### config.mk
export PLATFORM = sky130hd
export DESIGN_NAME = controller
export DESIGN_NICKNAME = d
export VERILOG_FILES = /design/src/rtl/controller_pkg.sv /design/src/rtl/controller_decode.sv /design/src/rtl/controller.sv
export SDC_FILE = /design/constraint.sdc
export NUM_CORES = 1
export LEC_CHECK = 0
export ABC_CLOCK_PERIOD_IN_PS = 1030
export CORE_AREA = 5 5 42 44
export CTS_CLUSTER_DIAMETER = 60
export DETAILED_ROUTE_END_ITERATION = 12
export DIE_AREA = 0 0 47 49
export PLACE_DENSITY = 0.31
export RECOVER_POWER = 50
export SETUP_SLACK_MARGIN = 0.2
export SLEW_MARGIN = 5
export SYNTH_ARGS = -nofsm -noshare
export SYNTH_HDL_FRONTEND = slang
export SYNTH_SLANG_ARGS = --single-unit
export TNS_END_PERCENT = 20
### constraint.sdc
create_clock -name Cin -period 1.03 [get_ports Cin]
set_input_delay 0.206 -clock Cin [delete_from_list [all_inputs] [get_ports Cin]]
set_output_delay 0.206 -clock Cin [all_outputs]
set_load 0.02 [all_outputs]
### src/rtl/controller_pkg.sv
`default_nettype none
// ============================================================================
//  Module   : controller_pkg
//  Purpose  : Shared definitions for the shift/load sequencing controller.
//             These are the state encodings, the shift-count constant and
//             the state classification helpers.
//  Ports    : none (package)
//  Revision : 1.0  initial release
// ============================================================================
package controller_pkg;

   // The controller performs a fixed number of shift cycles.
   localparam int SHIFT_COUNT = 4;

   typedef enum logic [2:0] {
      S_IDLE = 3'b000,
      S_LOAD = 3'b001,
      S_SH1  = 3'b010,
      S_SH2  = 3'b011,
      S_SH3  = 3'b100,
      S_SH4  = 3'b101,
      S_DONE = 3'b110
   } state_t;

   // The shift states are encoded contiguously, starting at S_SH1.
   // The last shift state follows from the shift count.
   localparam state_t S_LAST_SHIFT = state_t'(3'(int'(S_SH1) + SHIFT_COUNT - 1));

   function automatic logic is_shift_state(input state_t s);
      return (s >= S_SH1) && (s <= S_LAST_SHIFT);
   endfunction

   // These are the states in which a restart request may be honoured when
   // restart is enabled.
   function automatic logic is_restartable(input state_t s);
      return is_shift_state(s) || (s == S_DONE);
   endfunction

endpackage : controller_pkg
`default_nettype wire

### src/rtl/controller_decode.sv
`default_nettype none
// ============================================================================
//  Module   : controller_decode
//  Purpose  : Moore output decoder for the controller. It maps the current
//             state onto mutually exclusive datapath controls.
//  Ports    : state_i  current controller state (3 bits)
//             sh_o     shift enable, high in SH1..SH4
//             ld_o     parallel-load enable, high in LOAD
//             d_o      done flag, high in DONE
//  Revision : 1.0  initial release
// ============================================================================
module controller_decode
   import controller_pkg::*;
(
   input  state_t state_i,
   output logic   sh_o,
   output logic   ld_o,
   output logic   d_o
);

   // Each output decodes a disjoint set of codes, so the three outputs can
   // never be high together. The illegal code 111 matches none of them.
   always_comb begin
      sh_o = is_shift_state(state_i);
      ld_o = (state_i == S_LOAD);
      d_o  = (state_i == S_DONE);
   end

endmodule : controller_decode
`default_nettype wire

### src/rtl/controller.sv
`default_nettype none
// ============================================================================
//  Module   : controller
//  Purpose  : Sequencing controller for a shift register datapath. A start
//             request in IDLE produces one LOAD cycle, then SHIFT_COUNT shift
//             cycles, then one DONE cycle, and then a return to IDLE.
//  Ports    : Cin   clock, rising-edge active
//             RSTn  asynchronous active-low reset
//             ST    start request
//             SH    shift enable
//             LD    parallel-load enable
//             D     done flag
//  Config   : CONTROLLER_RESTART_EN - when defined, ST=1 sampled in any shift
//             state or in DONE restarts the sequence at LOAD.
//  Revision : 1.0  initial release
// ============================================================================
module controller
   import controller_pkg::*;
(
   input  logic Cin,
   input  logic RSTn,
   input  logic ST,
   output logic SH,
   output logic LD,
   output logic D
);

   // STATE keeps this exact name so that it can be reached by hierarchical
   // reference from outside the block.
   state_t STATE;
   state_t state_d;

   always_ff @(posedge Cin or negedge RSTn) begin
      if (!RSTn) begin
         STATE <= S_IDLE;
      end else begin
         STATE <= state_d;
      end
   end

   always_comb begin
      state_d = S_IDLE;
      case (STATE)
         S_IDLE:  state_d = ST ? S_LOAD : S_IDLE;
         S_LOAD:  state_d = S_SH1;
         S_SH1:   state_d = S_SH2;
         S_SH2:   state_d = S_SH3;
         S_SH3:   state_d = S_SH4;
         S_SH4:   state_d = S_DONE;
         S_DONE:  state_d = S_IDLE;
         // Code 111 is illegal and recovers to IDLE.
         default: state_d = S_IDLE;
      endcase
`ifdef CONTROLLER_RESTART_EN
      // A new request during shifting or DONE abandons the current run.
      if (ST && is_restartable(STATE)) begin
         state_d = S_LOAD;
      end
`endif
   end

   controller_decode u_decode (
      .state_i (STATE),
      .sh_o    (SH),
      .ld_o    (LD),
      .d_o     (D)
   );

endmodule : controller
`default_nettype wire

## Word-level counts from Yosys, hierarchy flattened

Index checks and enable logic that the tools add are counted.
Widths: inputs -> output; s select.

- $lt $le $gt $ge: 2
- Eq/ne operators: 6
- Mux-type cells: 2
- Reductions and logical operators: 2

Operator list:

| operator | number |
|---|---|
| $pmux 3 s6 | 1 |
| $eq 3x3->1 const B | 3 |
| $eq 3x2->1 const B | 2 |
| $eq 3x1->1 const B | 1 |
| $ge 3x2->1 const B | 1 |
| $le 3x3->1 const B | 1 |
| $logic_not 3->1 | 1 |
| $logic_and 1x1->1 | 1 |
| $mux 1 | 1 |

- Bits in registers: 3
- Input port bits: 3
- Output and inout port bits: 3
- Word-level logic and storage cells: 13

## Longest topological paths before layout

Gate-level depths: netlist (run 1).

- Depth after elaboration: 2
- Mapped depth: 2
- Depth with buffers taken out: 2

## Hierarchy

Synthesis (run 1) repeated with hierarchy kept, for this count alone.

- Cells, all modules: 12
- Area, all modules: 148.9 µm²

Modules (own cells, without submodules):

| module | times used | cells an instance | area each (µm²) | seq. area each (µm²) |
|---|---|---|---|---|
| controller | 1 | 9 | 122.6 | 75.1 |
| controller_decode | 1 | 3 | 26.3 | 0.0 |

## Worst setup path after synthesis (run 1)

Ideal clock, no wire load.

- Kind: flip-flop to output port
- Start: register STATE[1]
- End: output LD
- Arrival: 0.863 ns
- Data required time: 0.824 ns
- Slack: -0.039 ns
- Stages on the path, launching flop included: 3
- Buffers on the path: 0
- Path through: dfrtp_1 -> nand2b_1 -> nor2_1

- Cells in the longest elaborated chain, start to end: 1

RTL lines:

| element | line | RTL |
|---|---|---|
| start: declaration | controller.sv:30 | `state_t STATE;` |
| start signal: assignment | controller.sv:37 | `STATE <= state_d;` |
| $eq 3x1->1 | controller_decode.sv:25 | `ld_o = (state_i == S_LOAD);` |
| end: declaration | controller.sv:24 | `output logic LD,` |

No other way between the ends.

## Worst setup path after layout (run 1)

Same ends and word-level chain as after synthesis.

==> flow_summary_export.csv, run 1 <==
group,metric,value,unit
run_status,status,"finished, violations left",
run_status,violations,"negative setup slack",
clock_network,cts_tree,"yes",
synth,yosys.area_share.simple,23.64,%
die,io_pins,6,
route,wl_met1,157,µm
timing,setup_tns,-493.9,ps
synth,yosysSeqAreaShare,54.55,%
placement,gp_congestion,0.5811,
cells_and_area,fin_area,339.1,µm²
synth,synth_xor_area_share,6.364,%
synth,yosysTopAreaCellShare,54.55,%
die,fp.dieH,49,µm
route,drtIter0Drc,1,
grt,grt_pass1_wl,607,µm
cells_and_area,fin_util,24.20,%
cells_and_area,top_register,"STATE",
die,start_util,9.821,%
route,top_layer_used,"met3",
synth,syn_avg_cell_area,9.831,µm²
clock_network,cts_hold_buf,0,
critical_path,critPathLaunchType,"register",
timing,final.period_utilization,120.0,%
placement,port_buffers,5,
power_and_ir_drop,power_frac_comb,60.9,%
critical_path,crit_type,"register to primary output",
timing,worstMarginPinSlew,163.2,ps
power_and_ir_drop,peakVddDrop,1.162,mV
cells_and_area,diodes,0,
timing,rsz0062_at_grt,"true",
grt,antenna_found_initial,0,
power_and_ir_drop,leakagePower,0.1443,nW
die,core,1401,µm²
synth,yosysUniqueCellTypes,9,
timing,min_period,1236,ps
synth,synth_nets,17,
cells_and_area,syn_to_final_growth,146.4,%
synth,synth_seq_cells,3,
synth,synth.area.mux_share,0,%
power_and_ir_drop,powerDensity,3489,nW/µm²
grt,grtUsageTotal,4.096,%
timing,slew_headroom,89.10,%
timing,worst_slack,-206.1,ps
route,post_drt_wl_per_cell,8.556,µm
critical_path,cp_max_fo,4,
power_and_ir_drop,p_switching,0.4560,mW
grt,grt_remaining_overflow,0,
grt,grt_pass1_vias,171,
placement,pre_cts_slack,-446.8,ps
route,vias_per_cell,3.267,
cells_and_area,nFillCells,166,
cells_and_area,largest_register_ffs,3,
clock_network,cts_htree_levels,1,
critical_path,crit_arrival,1030,ps
route,wl_met3,32,µm
synth,synthAdderAreaFrac,0,%
clock_network,clk_latency,230,ps
power_and_ir_drop,pwr-share-seq,22.3,%
synth,synth_area_leaders,"dfrtp_1 55%, nand2b_1 9.1%, o21ai_0 7.3%, xor2_1 6.4%, a211oi_1 5.5%",
power_and_ir_drop,p_sw_share,38.55,%
job,drv_cap,0,
critical_path,end_kind,"primary output",
die,rows,14,
cells_and_area,nNetsFinal,33,
placement,placed_area,277.8,µm²
hold_path,hold_class,"primary input to async pin",
route,drc,0,
timing,setup-violations-final,3,
die,dieArea,2303,µm²
critical_path,cp.required,820,ps
clock_network,cts.sinks,3,
clock_network,numCtsBuffers,3,
route,detail-route-antenna-nets,0,
synth,netlist_area,137.6,µm²
timing,drv_slew,0,
cells_and_area,drive_above_1_share,72.41,%
clock_network,clkSlewWorstSetupHoldPaths,40,ps
route,first_pass_iters,2,
synth,yosysWarningCount,0,
synth,synth_top_family_by_area,"simple AND/OR/NAND/NOR gates",
timing,finalHoldViolations,0,
grt,grt_max_degree,5,
route,wl_met2,195,µm
synth,syn_inst,14,
timing,fmax,809.0,MHz
synth,synth_compound_area_share,12.73,%
cells_and_area,reg_top3,"STATE (3)",
clock_network,ctsRootBufferMaster,"clkbuf_4",
die,die_x,47,µm
synth,synth_area_leader_cell,"dfrtp_1",
route,vias,147,
route,wirelength,385,µm
clock_network,clockBufferDepth,2,
power_and_ir_drop,p_clk_share,16.9,%
power_and_ir_drop,p_int,0.7269,mW
timing,skew,3.413,ps
repair_timing:
action,in CTS,in global routing
resized for setup,19,4
setup buffers,1,0
endpoints found under the setup margin,6,6
pin swaps,1,2
routing by layer:
| metal | vias up | global-route usage [%] |
|---|---|---|
| li1 | 76 | - |
| met1 | 66 | 4.656 |
| met4 | 0 | 5.530 |
| met5 | - | 0 |
| met2 | 5 | 4.751 |
| met3 | 0 | 1.476 |
critical path, stage by stage (launching register included):
cell	delay [ps]
dfrtp_2	440
nand2b_4	170
nor2_4	80
buf_6	120
layout make-up:
type	count	area [µm²]	share of cell area, %
clock buffers	4	26.28	7.749
inverters	1	3.754	1.107
multi-input cells	10	112.6	33.21
flip-flops and latches	3	77.57	22.88
well taps	16	20.02	5.904
repair buffers	11	98.84	29.15
cell usage after synthesis:
master    n
a211oi_1  1
dfrtp_1   3
inv_1     1
nand2b_1  2
nand3b_1  1
nor2_1    2
nor3_1    1
o21ai_0   2
xor2_1    1
power by group through the flow:
| stage | logic, mW | registers (mW) | clock network [mW] |
|---|---|---|---|
| global placement | 0.599 | 0.263 | 0 |
| CTS | 0.643 | 0.263 | 0.215 |
| finish | 0.720 | 0.263 | 0.200 |
| global route | 0.765 | 0.278 | 0.217 |
| floorplan | 0.281 | 0.277 | 0 |
| detailed placement | 0.599 | 0.264 | 0 |
logic make-up after synthesis:
group / after synthesis
xor+xnor: 1
compound gates: 3
simple gates: 6
flops: 3
buf+inv: 1
placed cells by master, fill, tap and decap left out:
| cell type | netlist | routed |
|---|---|---|
| buf_4 | 0 | 6 |
| clkbuf_4 | 0 | 3 |
| buf_6 | 0 | 3 |
| dfrtp_2 | 0 | 2 |
| nand2b_4 | 0 | 2 |
| nor2_4 | 0 | 2 |
| dfrtp_1 | 3 | 1 |
| nor3_4 | 0 | 1 |
| a211oi_2 | 0 | 1 |
| inv_1 | 1 | 1 |
| nand3b_1 | 1 | 1 |
| o21ai_1 | 0 | 1 |
| o21ai_0 | 2 | 1 |
| xor2_2 | 0 | 1 |
| clkbuf_1 | 0 | 1 |
| dlygate4sd3_1 | 0 | 1 |
| clkdlybuf4s50_1 | 0 | 1 |
final timing paths:
path,from,endpoint,slack (ps),cells past startpoint
max,STATE[1],LD,-210,3
min,RSTn,STATE[1],220,1
max reg2reg,STATE[2],STATE[0],80,3
min reg2reg,STATE[0],STATE[0],560,2
max in group asynchronous,RSTn,STATE[2],650,1
min in group Cin,STATE[0],STATE[0],560,2
stage by stage:
stage	instances	total power, mW	hold slack [ps]
2_1_floorplan	14	0.5580	-89.59
3_3_place_gp	40	0.8615	400.1
3_5_place_dp	40	0.8632	397.1
4_1_cts	45	1.121	146.5
5_1_grt	45	1.259	237.1
6_report	45	1.183	223.9
Note: power is estimated with default switching activity, not from simulation.
==> inputs of run 2 (changes only) <==
==> constraint.sdc (replaced) <==
create_clock -name Cin -period 1.03 [get_ports Cin]
set_input_delay 0.309 -clock Cin [delete_from_list [all_inputs] [get_ports Cin]]
set_output_delay 0.309 -clock Cin [all_outputs]
set_load 0.02 [all_outputs]
==> run 2 against run 1 <==
  * The run still ends with negative setup slack left
  * Routed wire length fell by 6.5%
  * Non-clock buffer count fell by 1
  * Clock power barely moved
  * Utilization fell by 0.80 points
  * Hold slack improved by 100 ps
  * Total power fell by 3.0%
  * Via count did not move
  * Critical endpoint unchanged
  * Largest power group unchanged
==> flow_summary_export.csv, run 2 (synthesis results as in run 1) <==
group,metric,value,unit
timing,skew,3.251,ps
placement,dp.cells,40,
cells_and_area,register_area,77.57,µm²
run_status,status,"finished, violations left",
timing,worstMarginPinSlew,152.7,ps
power_and_ir_drop,p_total,1.148,mW
cells_and_area,finalNonFillerCells,44,
route,drc,0,
timing,min_period,1338,ps
clock_network,ctsRootBufferMaster,"clkbuf_4",
route,post_drt_wl_per_cell,8.182,µm
critical_path,critPathLaunchType,"register",
cells_and_area,diodes,0,
cells_and_area,mostFrequentLayoutCell,"buf_4",
placement,port_buffers,5,
clock_network,clockBufferDepth,2,
clock_network,clkSlewWorstSetupHoldPaths,40,ps
route,detail-route-antenna-nets,0,
critical_path,worst-path-buf-inv,1,
route,vias,147,
timing,setup-violations-final,3,
job,drv_cap,0,
critical_path,cp_max_fo,4,
run_status,violations,"negative setup slack",
clock_network,numCtsBuffers,3,
timing,final.period_utilization,129.9,%
critical_path,cp_num_cells,3,
timing,worst_slack,-308.0,ps
cells_and_area,fin_util,23.39,%
cells_and_area,largest_register_ffs,3,
critical_path,critical_path.top_delay_family,"flip-flops",
critical_path,crit_slowest_cell,"dfrtp_2",
clock_network,cts_tree,"yes",
cells_and_area,drive_above_1_share,71.43,%
critical_path,end_kind,"primary output",
cells_and_area,top_register,"STATE",
clock_network,cts.sinks,3,
timing,rsz0062_at_grt,"true",
placement,pre_cts_slack,-558.4,ps
die,fp.dieH,49,µm
route,drtIter0Drc,0,
timing,slew_headroom,89.71,%
power_and_ir_drop,powerDensity,3502,nW/µm²
hold_path,hold_class,"primary input to async pin",
critical_path,crit_arrival,1030,ps
placement,dpl.hpwl,284.1,µm
die,die_x,47,µm
die,dieArea,2303,µm²
critical_path,cp.required,720,ps
clock_network,cts_htree_levels,1,
die,start_util,9.821,%
cells_and_area,syn_to_final_growth,138.2,%
cells_and_area,most-common-layout-cells,"6 x buf_4, 3 x clkbuf_4",
grt,grt_remaining_overflow,0,
clock_network,cts_setup_buffers,0,
timing,fmax,747.4,MHz
clock_network,clk_latency,230,ps
die,rows,14,
cells_and_area,multi_input_area,112.6,µm²
critical_path,r2r_cells,3,
critical_path,cp-startpoint,"STATE[1]",
grt,grt_pass1_wl,552,µm
route,vias_per_cell,3.341,
power_and_ir_drop,leakagePower,0.1384,nW
critical_path,r2r-start,"STATE[2]",
cells_and_area,nNetsFinal,32,
cells_and_area,fin_area,327.8,µm²
grt,grtUsageTotal,3.675,%
die,io_pins,6,
critical_path,crit_type,"register to primary output",
clock_network,cts_hold_buf,0,
cells_and_area,reg_top3,"STATE (3)",
route,first_pass_iters,1,
route,wirelength,360,µm
timing,drv_slew,0,
power_and_ir_drop,peakVddDrop,1.108,mV
grt,grt_max_degree,6,
grt,grt_pass1_vias,152,
timing,finalHoldViolations,0,
die,core,1401,µm²
critical_path,crit_chain,"nand2b_4 -> nor2_4 -> buf_6",
placement,placed_area,277.8,µm²
critical_path,cp_slowest_stage_delay,440,ps
placement,gp_congestion,0.6037,
grt,antenna_found_initial,0,
cells_and_area,nFillCells,161,
run 2: cell types whose count changed in the layout (fill, tap and decap cells not counted):
cell | previous run | this run
buf_6 | 3 | 2
run 2: path summary, 6_finish.rpt:
| path | to | slack (ps) |
|---|---|---|
| setup / recovery | LD | -310 |
| hold / removal | STATE[1] | 330 |
| setup reg to reg | STATE[0] | 60 |
| hold reg to reg | STATE[0] | 560 |
| max in group asynchronous | STATE[2] | 540 |
| min in group Cin | STATE[0] | 560 |
run 2: power by group:
part,switching [mW],internal (mW)
logic,0.299,0.375
clock network,0.0570,0.145
registers,0.0887,0.183
total,0.445,0.703
run 2: final cells by class:
class                           instances  share of cell area (%)
Multi-Input combinational cell         10                   34.35
Sequential cell                         3                   23.66
Inverter                                1                   1.145
Tap cell                               16                   6.107
Clock buffer                            4                   8.015
Timing Repair Buffer                   10                   26.72
run 2: layer usage:
metal / vias up / global-route usage, % / wire length, µm / part of all wire [%]
met4: 0 / 4.147 / 0 / 0
met1: 68 / 3.778 / 146 / 41
li1: 74 / - / - / -
met3: 0 / 2.583 / 43 / 12
met5: - / 0 / 0 / 0
met2: 5 / 4.299 / 169 / 47
run 2: repair_timing:
action                     CTS  global route
setup endpoints to repair    6             6
pin swaps                    2             1
resized for setup           18             4
run 2: stage by stage:
stage          hold slack [ps]  setup TNS (ps)
2_1_floorplan            13.41          -46.70
3_3_place_gp             499.1           -1688
3_5_place_dp             501.7           -1708
4_1_cts                  250.5          -934.9
5_1_grt                  320.6           -1007
6_report                 328.1          -853.5
==> inputs of run 3 (changes only) <==
--- a/config.mk
+++ b/config.mk
@@ -10,11 +10,12 @@
 export CTS_CLUSTER_DIAMETER = 60
 export DETAILED_ROUTE_END_ITERATION = 12
 export DIE_AREA = 0 0 47 49
-export PLACE_DENSITY = 0.31
+export PLACE_DENSITY = 0.32
 export RECOVER_POWER = 50
 export SETUP_SLACK_MARGIN = 0.2
 export SLEW_MARGIN = 5
 export SYNTH_ARGS = -nofsm -noshare
 export SYNTH_HDL_FRONTEND = slang
+export SYNTH_HIERARCHICAL = 1
 export SYNTH_SLANG_ARGS = --single-unit
 export TNS_END_PERCENT = 20
==> run 3 against run 2 <==
  * The run still ends with negative setup slack left
  * Global-route usage increased by 0.78 points
  * Final cell count shrank 6.8%
  * Sequential share of layout area rose by 1.2 points
  * Sequential cell count unchanged
  * Area after synthesis grew 8.2%
  * Hold slack worse by 0.87 ps
  * Routed wire length rose by 11%
  * Sequential power up 10%
  * Critical path depth is 1 lower
  * Highest routed layer unchanged
==> flow_summary_export.csv, run 3 <==
group,metric,value,unit
run_status,status,"finished, violations left",
run_status,violations,"negative setup slack",
timing,setup-violations-final,6,
route,wirelength,400,µm
die,io_pins,6,
clock_network,cts_htree_levels,1,
critical_path,reg2reg_to,"STATE[1]",
critical_path,r2r-start,"STATE[2]",
synth,netlist_area,148.9,µm²
cells_and_area,largest_register_ffs,3,
grt,grt_pass1_wl,655,µm
cells_and_area,most-common-layout-cells,"5 x buf_6, 3 x dfrtp_2, 3 x clkbuf_4",
synth,synth_edf_count,0,
route,detail-route-antenna-nets,0,
clock_network,ctsRootBufferMaster,"clkbuf_4",
synth,synth_commonest_cells,"3 x dfrtp_1, 2 x mux2i_1",
clock_network,clkSlewWorstSetupHoldPaths,40,ps
critical_path,cp_max_fo,4,
critical_path,r2r_slack,-110,ps
route,vias,138,
die,die_x,47,µm
critical_path,critPathLaunchType,"register",
synth,synth_seq_cells,3,
timing,slew_headroom,85.80,%
timing,rsz0062_at_grt,"true",
job,drv_cap,0,
power_and_ir_drop,peakVddDrop,0.7719,mV
cells_and_area,drive_above_1_share,72.00,%
grt,grt_util_met2,4.299,%
timing,final.period_utilization,129.7,%
hold_path,hold_class,"primary input to async pin",
timing,drv_slew,0,
grt,grt_pass1_vias,150,
synth,yosysWarningCount,6,
critical_path,worst-path-buf-inv,1,
placement,gp_congestion,0.6036,
placement,port_buffers,5,
route,drc,0,
critical_path,crit_slowest_cell,"dfrtp_2",
route,post_drt_wl_per_cell,9.756,µm
timing,min_period,1336,ps
critical_path,crit_arrival,1030,ps
synth,synth_area_leader_cell,"dfrtp_1",
placement,dpl.hpwl,289.6,µm
synth,synth_nets,15,
synth,syn_inst,12,
cells_and_area,diodes,0,
grt,grtUsageTotal,4.452,%
critical_path,cp-endpoint,"D",
clock_network,numCtsBuffers,3,
synth,async_reset_ff_share,100.0,%
cells_and_area,syn_to_final_growth,112.6,%
route,drtIter0Drc,2,
timing,finalHoldViolations,0,
clock_network,cts_hold_buf,0,
cells_and_area,top_register,"STATE",
critical_path,cp_slowest_stage_delay,440,ps
synth,ys_dominant_reg_cell,"dfrtp_1",
timing,skew,1.416,ps
cells_and_area,mostFrequentLayoutCell,"buf_6",
die,core,1401,µm²
clock_network,clockBufferDepth,2,
synth,yosysMostFrequentCell,"dfrtp_1",
grt,grt_max_degree,6,
timing,worstMarginPinSlew,211.4,ps
critical_path,cp-startpoint,"STATE[2]",
critical_path,r2r_cells,5,
die,start_util,10.63,%
route,vias_per_cell,3.366,
critical_path,crit_type,"register to primary output",
grt,antenna_found_initial,0,
die,fp.dieH,49,µm
grt,grt_use_met1,5.778,%
clock_network,cts.sinks,3,
critical_path,critical_path.top_delay_family,"flip-flops",
synth,synth_area_leaders,"dfrtp_1 50%, mux2i_1 13%, a211oi_2 8.4%, and3b_2 6.7%, xor2_1 5.9%",
critical_path,cp.required,720,ps
clock_network,cts_tree,"yes",
die,dieArea,2303,µm²
die,rows,14,
synth,yosysUniqueCellTypes,9,
grt,met3_usage,1.107,%
critical_path,crit_chain,"and3b_2 -> buf_6",
grt,top_usage_layer,"met4",
timing,setup_tns,-1079,ps
grt,grt_remaining_overflow,0,
cells_and_area,reg_top3,"STATE (3)",
cells_and_area,nNetsFinal,29,
critical_path,cp_num_cells,2,
route,first_pass_iters,4,
critical_path,end_kind,"primary output",
timing,fmax,748.5,MHz
power_and_ir_drop,leakagePower,0.1359,nW
power_and_ir_drop,powerDensity,3599,nW/µm²
synth,syn_avg_cell_area,12.41,µm²
timing,whs,327.2,ps
synth,yosysTopAreaCellShare,50.42,%
synth,yosysSeqAreaShare,50.42,%
timing,worst_slack,-305.9,ps
clock_network,clk_latency,230,ps
[run 3: cells by family (layout without fill, tap and decap cells)]
| family | count (synthesis) | count (layout) | synth area share (%) |
|---|---|---|---|
| buffers and inverters | 0 | 13 | 0 |
| and+or+nand+nor | 5 | 5 | 21.85 |
| muxes | 2 | 2 | 13.45 |
| AOI/OAI and AO/OA | 1 | 1 | 8.402 |
| xor gates and xnor gates | 1 | 1 | 5.883 |
| DFF | 3 | 3 | 50.42 |
[run 3: power breakdown]
part	internal (mW)	switching, mW	total (mW)	leakage (nW)
Sequential	0.189	0.110	0.299	0.0334
Clock	0.145	0.0565	0.201	0.0150
Combinational	0.384	0.255	0.639	0.0876
[run 3: per-stage QoR]
| step | setup slack (ps) | power [mW] | area (µm²) | cells | util [%] |
|---|---|---|---|---|---|
| floorplan | -43.45 | 0.5713 | 170.2 | 12 | - |
| detailed placement | -546.5 | 0.8192 | 255.2 | 35 | 18.21 |
| CTS | -331.9 | 1.100 | 302.8 | 40 | 21.61 |
| global placement | -540.6 | 0.8098 | 255.2 | 35 | 18.21 |
| finish | -305.9 | 1.139 | 316.6 | 41 | 22.59 |
| global route | -338.4 | 1.224 | 316.6 | 41 | 22.59 |
[run 3: worst min-delay path by stage]
| stage | from | to | slack, ps | depth (start not counted) |
|---|---|---|---|---|
| floorplan | RSTn | STATE[0] | 10 | 0 |
| global placement | RSTn | STATE[0] | 500 | 1 |
| detailed placement | RSTn | STATE[0] | 500 | 1 |
| CTS | RSTn | STATE[0] | 250 | 1 |
| global route | RSTn | STATE[1] | 340 | 1 |
| finish | RSTn | STATE[0] | 330 | 1 |
[run 3: area by class of cell]
class,count,area [µm²]
multi-input cells,9,100.1
flip-flops and latches,3,78.83
clock buffers,4,26.28
well taps,16,20.02
repair buffers,9,91.34
fillers,164,1085
[run 3: layer usage]
metal,up-vias,wire (µm)
li1,67,-
met1,63,165
met2,8,179
met3,0,55
met4,0,0
met5,-,0
[run 3: repair_timing]
| action | in CTS | in global routing |
|---|---|---|
| endpoints found under the setup margin | 6 | 6 |
| cloned | 0 | 0 |
| gates resized for setup | 20 | 2 |
| pin swaps | 2 | 2 |
| hold endpoints to repair | 0 | 0 |
| buffers inserted | 1 | 1 |
==> patch, RTL diff (config.mk and constraints of run 1) <==
Build with the macro `CONTROLLER_RESTART_EN` defined.
--- a/src/rtl/controller.sv
+++ b/src/rtl/controller.sv
@@ -15,4 +15,6 @@
 //  Revision : 1.0  initial release
 // ============================================================================
+`define CONTROLLER_RESTART_EN
+
 module controller
    import controller_pkg::*;
Behaviour: not the same (a bounded check fails within 4 cycles, from zero or initial values and one cycle with RSTn low).
==> patch against run 1 <==
The run still ends with setup timing left; worst setup slack worse by 0.012 ns; register-to-register slack worse by 0.30 ns; sequential cell count did not move; sequential power rose by 6%; power shrank 10%; die area did not move; cell count fell by 2.2%; design area decreased by 2.6%; maximum frequency decreased by 0.98%; count of clock-buffer cells in the layout unchanged; non-clock buffer count down 1; routed wire length up 23%; sequential share of layout area grew 0.61 points; synthesized area rose by 11%.
==> patch: results (changes against run 1) <==
| Metric | Value |
|---|---|
| Routability cong. | `0.6890 (+19%)` |
| Placement Setup Slack | `-0.5187 ns (-0.07184 ns)` |
| Clock root buffer | `clkbuf_4` |
| Worst clock skew | `0.001156 ns (-0.002257 ns)` |
| Sequential area share after synthesis | `49.18% (-5.4 points)` |
| Mux contribution to synthesized area | `0% (unchanged)` |
| Clock buffer depth | `2 (unchanged)` |
| Syn Area/Cell | `10.90 um^2 (+11%)` |
| Antenna Cells | `0 (unchanged)` |
| Initial DRC count | `0 (-1)` |
| Peak VDD IR | `0.9929 mV (-15%)` |
| Routed len/inst | `10.75 um (+26%)` |
| Largest net degree at the start of global routing | `5 (unchanged)` |
| Final setup viols | `5 (+2)` |
| Cells after DPL | `38 (-5.0%)` |
| Nets | `32 (-3.0%)` |
| Synth Area in Compound Gates | `8.197% (-4.5 points)` |
| Pre-antenna DRT Iters | `1 (-1)` |
| Synth Area in Adders | `6.557% (+6.6 points)` |
| GRT Total Usage | `5.226% (+1.1 points)` |
| Post-Place Cell Area | `271.5 um^2 (-2.3%)` |
| Failing checks | `setup timing` |
| Port bufs | `5 (unchanged)` |
| Fin worst setup slack | `-0.2183 ns (-0.01219 ns)` |
| Ys async rst share | `100.0% (unchanged)` |
| Share of layout cells above drive strength 1 | `71.43% (-0.99 points)` |
| Warnings, synthesis | `0 (unchanged)` |
| Inserted Clock Buffers | `3 (unchanged)` |
| DR vias | `162 (+10%)` |
| CP Data Arrival Time | `1.38 ns (+0.35 ns)` |
| Largest cells by area after synthesis | `dfrtp_1 (49%), maj3_1 (6.6%), or4b_1 (6.6%), xor2_1 (5.7%), and3_2 (4.9%)` |
| Count leader, synth | `dfrtp_1` |
| Max reg flops | `3 (unchanged)` |
| Hold crit path type | `in -> async` |
| Largest registers | `STATE x3` |
| First-pass GRT wire length | `779 um (+28%)` |
| Antenna violations before repair | `0 (unchanged)` |
| Status | `finished, violations left` |
| DRC Markers | `0 (unchanged)` |
| Setup TNS | `-0.9614 ns (-0.4675 ns)` |
| Number of global-route vias before repair | `193 (+13%)` |
| H-tree depth | `1 (unchanged)` |
| Post-synthesis xor/xnor area fraction | `5.738% (-0.63 points)` |
| Syn_nets | `17 (unchanged)` |
| Post-synth EDFFs | `0 (unchanged)` |
| Yosys cell types | `12 (+3)` |
| CP Max Fanout | `4 (unchanged)` |
| Layout Cells excl Fill | `44 (-2.2%)` |
| P_leak | `0.0001378 uW (-4.5%)` |
| Measured slew at the worst slew-check pin | `0.1665 ns (+0.003245 ns)` |
| Reg clk slew, reported paths | `0.04 ns (about the same)` |
| Worst-Skew Late Latency | `0.23 ns (about the same)` |
[patch: worst paths after layout]
path | startpoint | cells past startpoint | endpoint | slack, ns
min in group Cin | STATE[0]$_DFF_PN0_ | 2 | STATE[2]$_DFF_PN0_ | 0.59
min reg2reg | STATE[0]$_DFF_PN0_ | 2 | STATE[2]$_DFF_PN0_ | 0.59
max | STATE[2]$_DFF_PN0_ | 3 | STATE[1]$_DFF_PN0_ | -0.22
max in group asynchronous | RSTn | 1 | STATE[1]$_DFF_PN0_ | 0.64
max reg2reg | STATE[2]$_DFF_PN0_ | 3 | STATE[1]$_DFF_PN0_ | -0.22
min | RSTn | 1 | STATE[2]$_DFF_PN0_ | 0.23
[patch: layout make-up]
type / instances / area, um^2
inverter: 1 / 3.754
multi-input combinational: 10 / 111.4
fill: 158 / 1071
tap: 16 / 20.02
sequential: 3 / 77.57
timing repair buffer: 10 / 91.34
clock buffer: 4 / 26.28
[patch: power breakdown]
| group | internal, uW | leakage, uW | switching, uW | total, uW |
|---|---|---|---|---|
| combinational | 345 | 0.0000877 | 232 | 578 |
| clock | 145 | 0.0000150 | 58.1 | 203 |
| sequential | 177 | 0.0000351 | 102 | 279 |
| total | 667 | 0.000138 | 392 | 1060 |
[patch: per-layer routing]
layer  global-route usage [%]  share of wire (%)  vias up
li1                         -                  -       77
met1                    5.543                 38       77
met2                    6.335                 48        6
met4                    5.530                1.5        0
met3                    3.321                 12        2
met5                        0                  0        -
[patch: what timing repair did]
action	in CTS	in global routing
hold buffers	0	0
setup endpoints to repair	6	6
pin swaps	3	0
setup buffers	2	0
resized for setup	21	2
[patch: critical path: stages, from the launching register on]
cell     delay [ns]
dfrtp_2        0.46
buf_6          0.15
or4b_4         0.48
o31ai_2        0.07
